**src/rtl/stream_header_gen.sv**
```systemverilog
// stream_header_gen: forwards framed pixel streams and appends a header block after each frame; STREAM_HEADER_TIMESTAMP_EN adds frame-start timestamps
`ifndef DTYPE_WIDTH
`define DTYPE_WIDTH 8
`endif
`ifndef DTYPE_FRAME_START
`define DTYPE_FRAME_START 8'h01
`endif
`ifndef DTYPE_FRAME_END
`define DTYPE_FRAME_END 8'h02
`endif
`ifndef DTYPE_HEADER_START
`define DTYPE_HEADER_START 8'h04
`endif
`ifndef DTYPE_HEADER
`define DTYPE_HEADER 8'h08
`endif
`ifndef DTYPE_HEADER_END
`define DTYPE_HEADER_END 8'h10
`endif
`ifndef DTYPE_PIXEL_MASK
`define DTYPE_PIXEL_MASK 8'hC0
`endif

module stream_header_gen #(
    parameter int HEADER_WORDS = 16,
    parameter int DATA_WIDTH   = 16
) (
    input  logic                    clk,
    input  logic                    resetb,
    input  logic                    enable,
    input  logic                    dvi,
    input  logic [`DTYPE_WIDTH-1:0] dtypei,
    input  logic [DATA_WIDTH-1:0]   datai,
    output logic                    dvo,
    output logic [`DTYPE_WIDTH-1:0] dtypeo,
    output logic [DATA_WIDTH-1:0]   datao,
    output logic                    busy,
    output logic [15:0]             dropped_count
);
    localparam logic [2:0] IDLE      = 3'd0;
    localparam logic [2:0] FRAME     = 3'd1;
    localparam logic [2:0] HDR_START = 3'd2;
    localparam logic [2:0] HDR_DATA  = 3'd3;
    localparam logic [2:0] HDR_END   = 3'd4;

    logic [2:0]              state_q, state_d;
    logic                    enable_q;
    logic [5:0]              word_q, word_d;
    logic [31:0]             frame_count_q, frame_count_d;
    logic [31:0]             pixel_count_q, pixel_count_d;
    logic [31:0]             stamp;
    logic [15:0]             dropped_count_q, dropped_count_d;
    logic [15:0]             word_val;
    logic                    dvo_q, dvo_d;
    logic [`DTYPE_WIDTH-1:0] dtypeo_q, dtypeo_d;
    logic [DATA_WIDTH-1:0]   datao_q, datao_d;
    logic                    is_start, is_end, is_pixel, in_hdr, accept;

    assign is_start = dvi && dtypei == `DTYPE_FRAME_START;
    assign is_end   = dvi && dtypei == `DTYPE_FRAME_END;
    assign is_pixel = dvi && |(dtypei & `DTYPE_PIXEL_MASK);
    assign in_hdr   = state_q == HDR_START || state_q == HDR_DATA || state_q == HDR_END;
    assign accept   = enable && is_start && (state_q == IDLE || state_q == FRAME);

`ifdef STREAM_HEADER_TIMESTAMP_EN
    logic [31:0] tick_q, tick_d, stamp_q, stamp_d;
    always_comb begin
        tick_d  = tick_q + 32'd1;
        stamp_d = accept ? tick_q : stamp_q;
    end
    always_ff @(posedge clk) begin
        if (!resetb) begin
            tick_q  <= '0;
            stamp_q <= '0;
        end else begin
            tick_q  <= tick_d;
            stamp_q <= stamp_d;
        end
    end
    assign stamp = stamp_q;
`else
    assign stamp = '0;
`endif

    assign word_val = word_q == 6'd0 ? 16'hA5C3 :
                      word_q == 6'd1 ? frame_count_q[15:0] :
                      word_q == 6'd2 ? frame_count_q[31:16] :
                      word_q == 6'd3 ? pixel_count_q[15:0] :
                      word_q == 6'd4 ? pixel_count_q[31:16] :
                      word_q == 6'd5 ? stamp[15:0] :
                      word_q == 6'd6 ? stamp[31:16] :
                      word_q == 6'd7 ? dropped_count_q : 16'h0000;

    always_comb begin
        state_d         = state_q;
        word_d          = word_q;
        frame_count_d   = frame_count_q;
        pixel_count_d   = pixel_count_q;
        dropped_count_d = dropped_count_q;
        dvo_d           = 1'b0;
        dtypeo_d        = '0;
        datao_d         = '0;
        if (enable && !enable_q) begin
            frame_count_d   = '0;
            pixel_count_d   = '0;
            dropped_count_d = '0;
        end
        if (enable && in_hdr && is_start && dropped_count_q != 16'hFFFF)
            dropped_count_d = dropped_count_q + 16'd1;
        if (!enable) begin
            state_d = IDLE;
        end else begin
            case (state_q)
                IDLE: begin
                    if (accept) begin
                        state_d       = FRAME;
                        dvo_d         = 1'b1;
                        dtypeo_d      = dtypei;
                        datao_d       = datai;
                        pixel_count_d = '0;
                    end
                end
                FRAME: begin
                    dvo_d         = dvi;
                    dtypeo_d      = dvi ? dtypei : '0;
                    datao_d       = dvi ? datai : '0;
                    pixel_count_d = accept ? '0 :
                                    (is_pixel && pixel_count_q != '1) ? pixel_count_q + 32'd1 : pixel_count_q;
                    state_d       = is_end ? HDR_START : FRAME;
                end
                HDR_START: begin
                    dvo_d    = 1'b1;
                    dtypeo_d = `DTYPE_HEADER_START;
                    word_d   = '0;
                    state_d  = HDR_DATA;
                end
                HDR_DATA: begin
                    dvo_d    = 1'b1;
                    dtypeo_d = `DTYPE_HEADER;
                    datao_d  = word_val;
                    word_d   = word_q + 6'd1;
                    state_d  = word_q == 6'(HEADER_WORDS - 1) ? HDR_END : HDR_DATA;
                end
                HDR_END: begin
                    dvo_d         = 1'b1;
                    dtypeo_d      = `DTYPE_HEADER_END;
                    frame_count_d = frame_count_q + 32'd1;
                    state_d       = IDLE;
                end
                default: state_d = IDLE;
            endcase
        end
    end

    always_ff @(posedge clk) begin
        if (!resetb) begin
            state_q         <= IDLE;
            enable_q        <= 1'b0;
            word_q          <= '0;
            frame_count_q   <= '0;
            pixel_count_q   <= '0;
            dropped_count_q <= '0;
            dvo_q           <= 1'b0;
            dtypeo_q        <= '0;
            datao_q         <= '0;
        end else begin
            state_q         <= state_d;
            enable_q        <= enable;
            word_q          <= word_d;
            frame_count_q   <= frame_count_d;
            pixel_count_q   <= pixel_count_d;
            dropped_count_q <= dropped_count_d;
            dvo_q           <= dvo_d;
            dtypeo_q        <= dtypeo_d;
            datao_q         <= datao_d;
        end
    end

    assign dvo           = dvo_q;
    assign dtypeo        = dtypeo_q;
    assign datao         = datao_q;
    assign busy          = state_q != IDLE;
    assign dropped_count = dropped_count_q;
endmodule

```
**config.mk**
```make
export PLATFORM = sky130hd
export DESIGN_NAME = stream_header_gen
export DESIGN_NICKNAME = d
export VERILOG_FILES = /design/src/rtl/stream_header_gen.sv
export SDC_FILE = /design/constraint.sdc
export NUM_CORES = 1
export LEC_CHECK = 0
export ABC_AREA = 1
export CORE_MARGIN = 3
export CORE_UTILIZATION = 45
export CTS_BUF_LIST = sky130_fd_sc_hd__clkbuf_4 sky130_fd_sc_hd__clkbuf_8
export CTS_CLUSTER_SIZE = 28
export DETAILED_ROUTE_END_ITERATION = 16
export PLACE_DENSITY_LB_ADDON = 0.05
export SYNTH_ARGS = -nofsm -noshare
export SYNTH_HDL_FRONTEND = slang
export SYNTH_SLANG_ARGS = --single-unit
```
**constraint.sdc**
```tcl
create_clock -name clk -period 1.9 [get_ports clk]
set_clock_uncertainty 0.15 [all_clocks]
set_input_delay 0.475 -clock clk [delete_from_list [all_inputs] [get_ports clk]]
set_output_delay 0.475 -clock clk [all_outputs]
set_load 0.02 [all_outputs]
```
==> flow_metrics.env <==
export IMPL_crit_path_max_incr_delay_ns=0.36
export IMPL_fin_nets=1560
export IMPL_yosys_area_top_type="dfxtp_1"
export IMPL_grt_pass1_vias=8534
export IMPL_rows=46
export IMPL_grt_pass1_wl_um=43600
export IMPL_start_kind="flop"
export IMPL_fin_cells=1754
export IMPL_synth_top_cells_by_area="dfxtp_1, nand2_1, nor2_1"
export IMPL_vias_per_cell=5.38
export IMPL_slew_headroom=0.752
export IMPL_async_reset_ff_frac=0
export IMPL_syn_num_nets=1295
export IMPL_crit_chain="buf_6, nand2_1, nor2_2, nand2_2, nor2_4, nand3_4, nor2_4, nand3_2, o21bai_1, nand2_1, nor2_1"
export IMPL_numCtsBuffers=17
export IMPL_fin_area_um2=11300
export IMPL_regArea_um2=2340
export IMPL_groute_layer_met1_usage=0.403
export IMPL_routed_wl_um=28400
export IMPL_grt_usage=0.303
export IMPL_grt_ovfl_total=0
export IMPL_cts_root_buffer="clkbuf_8"
export IMPL_layout_commonest_cell="nand2_1"
export IMPL_hpwl_um=20400
export IMPL_yosysUniqueCellTypes=48
export IMPL_ant_nets=0
export IMPL_syn_inst=1260
export IMPL_cts_sinks=115
export IMPL_synth_edff_count=0
export IMPL_synth_top_area_share=0.307
export IMPL_grtUsageMet2=0.478
export IMPL_use_met3=0.0674
export IMPL_place_area_um2=9650
export IMPL_finalSetupViolations=10
export IMPL_die_area_um2=18200
export IMPL_cp_top_family="simple AND/OR/NAND/NOR gates"
export IMPL_antenna_found_initial=0
export IMPL_hold_buffers=0
export IMPL_grt_max_degree=19
export IMPL_firstDrtPassIters=6
export IMPL_dr_total_vias=9442
export IMPL_cp_max_fo=4
export IMPL_start_util=0.465
export IMPL_gp_congestion=0.977
export IMPL_power_density_nw_per_um2=463
export IMPL_rsz0062_at_grt="true"
export IMPL_top_usage_layer="met2"
export IMPL_r2r_cells=11
export IMPL_cap_viol_max_count=0
export IMPL_port_buffers=69
export IMPL_tightest_slew_ns=0.368
export IMPL_drc=0
export IMPL_r2r_start="pixel_count_q[1]"
export IMPL_worstReg2RegEnd="pixel_count_q[27]"
export IMPL_syn_area_um2=7500
export IMPL_cts_tree="yes"
export IMPL_die_width_um=135
export IMPL_fmax_mhz=512
export IMPL_dr_first_iter_drc_count=899
export IMPL_fin_ws_ns=-0.0517
export IMPL_cts_buffer_depth=2
export IMPL_hold_viol=0
export IMPL_critPathArrivalTime_ns=2.20
export IMPL_fin_crit_ns=1.95
export IMPL_drive_gt1_frac=0.325
export IMPL_chipHeight_um=135
export IMPL_htreeDepth=4
export IMPL_cp_required_ns=2.15
export IMPL_ys_ff_latch=115
export IMPL_n_fill_cell=1368
export IMPL_multi_input_area_um2=5270
export IMPL_ys_seq_area_frac=0.307
export IMPL_slew_violations=0
export IMPL_whs_path_depth=3
export IMPL_reg2reg_slack_ns=-0.05
export IMPL_outcome="finished, violations left"
export IMPL_dpl_cell_count=1682
export IMPL_cts_clk_slew_worst_paths_ns=0.08
export IMPL_crit_slowest_cell="dfxtp_2"
export IMPL_fin_crit_sh=1.03
export IMPL_end_kind="flop"
export IMPL_hold_path_class="primary input to flop"
export IMPL_diodes=0
export IMPL_core_area_um2=16100
export IMPL_layout_common_cells="nand2_1, buf_4, nor2_1"
export IMPL_ir_drop_mv=0.421
export IMPL_area_growth_pct=51.4
export IMPL_min_to="dtypeo[7]"
export IMPL_hp_start="dtypei[7]"
export IMPL_p_leak_nw=4.53
export IMPL_wire_per_inst_um=16.2
export IMPL_synth_area_per_cell_um2=5.95
export IMPL_cp_num_buf_inv=1
export IMPL_synth_ff_type="dfxtp_1"
export IMPL_worst_hold_slack_ns=0.220
export IMPL_pin_count=70
export IMPL_ys_warn_count=0
export IMPL_violations="negative setup slack"
export IMPL_worstSetupPathType="flop to flop"
export IMPL_clk_latency_ns=0.46
==> cell type report <==
| class | count | area share |
|---|---|---|
| sequential | 115 | 0.207 |
| inverter | 118 | 0.0410 |
| clock buffer | 18 | 0.0218 |
| tap | 216 | 0.0238 |
| multi-input combinational | 985 | 0.464 |
| clock inverter | 14 | 0.0157 |
| timing repair buffer | 288 | 0.227 |
==> layer usage <==
| metal | vias to the layer above | wire [µm] |
|---|---|---|
| li1 | 4637 | - |
| met2 | 410 | 13000 |
| met1 | 4321 | 12200 |
| met3 | 74 | 2380 |
| met4 | 0 | 811 |
| met5 | - | 0 |
==> worst reg2reg max path, delay by kind of cell, from the launching register on <==
family	cells	cell delay (ns)
flops	1	0.36
simple gates	9	1.11
compound gates	1	0.14
buf+inv	1	0.12
==> per-stage QoR <==
step	util	setup slack, ns	setup TNS, ns	total power, W
floorplan	-	0.0231	0	0.00259
global placement	0.599	-0.551	-42.60	0.00275
detailed placement	0.599	-0.610	-46.41	0.00275
CTS	0.653	-0.0179	-0.120	0.00524
global route	0.704	-0.159	-2.51	0.00542
finish	0.704	-0.0517	-0.175	0.00526
==> worst max-delay path by stage <==
| stage | cells after the start | startpoint | end | slack (ns) |
|---|---|---|---|---|
| global placement | 9 | dtypei[7] | dropped_count[6] | -0.55 |
| detailed placement | 9 | dtypei[7] | dropped_count[6] | -0.61 |
| floorplan | 14 | pixel_count_q[1] | pixel_count_q[11] | 0.02 |
| CTS | 10 | state_q[0] | dropped_count[12] | -0.02 |
| global route | 11 | pixel_count_q[1] | pixel_count_q[27] | -0.16 |
| finish | 11 | pixel_count_q[1] | pixel_count_q[27] | -0.05 |
==> registers in the layout, summed over array words and instances, names as in the netlist <==
name / cells
state_q: 3
enable_q: 1
frame_count_q: 32
pixel_count_q: 32
dvo: 1
dtypeo: 8
dropped_count: 16
word_q: 6
datao: 16
==> power by group <==
group          internal (W)  switching [W]
logic              0.000154       0.000199
clock network       0.00134        0.00116
registers           0.00240     0.00000194
==> cell families (layout without fill, tap and decap cells) <==
group           count (synthesis)  after routing  synth area share
simple gates                  764            764             0.433
compound gates                203            203             0.147
buf+inv                       160            438            0.0876
flops                         115            115             0.307
xor+xnor                       11             11            0.0129
fa+ha+maj                       7              7            0.0117
==> Yosys cell counts, types with 2 or more instances <==
library cell,count
o21ai_1,2
or2_0,2
nor2_4,4
nand3_1,77
a21oi_2,10
buf_2,13
a211oi_1,3
inv_2,5
o21ai_0,57
ha_1,7
nand2_2,11
buf_1,3
clkbuf_1,21
nor4_1,3
xnor2_1,3
nand2_1,406
nor3_1,26
buf_6,3
clkinv_1,2
a21oi_1,111
inv_1,110
xor2_1,8
or2_2,3
nand4_1,31
a31oi_1,7
nor2_1,178
dfxtp_1,115
nor3b_1,2
nand3b_1,4
o211ai_1,4
nor2_2,10
nand3_2,3
==> timing repair <==
| action | 4_1_cts | 5_1_grt |
|---|---|---|
| cloned | 8 | 3 |
| setup buffers | 13 | 17 |
| pin swaps | 36 | 93 |
| setup endpoints to repair | 106 | 96 |
| gates resized for setup | 124 | 226 |
Power figures use the tool's default switching activity.
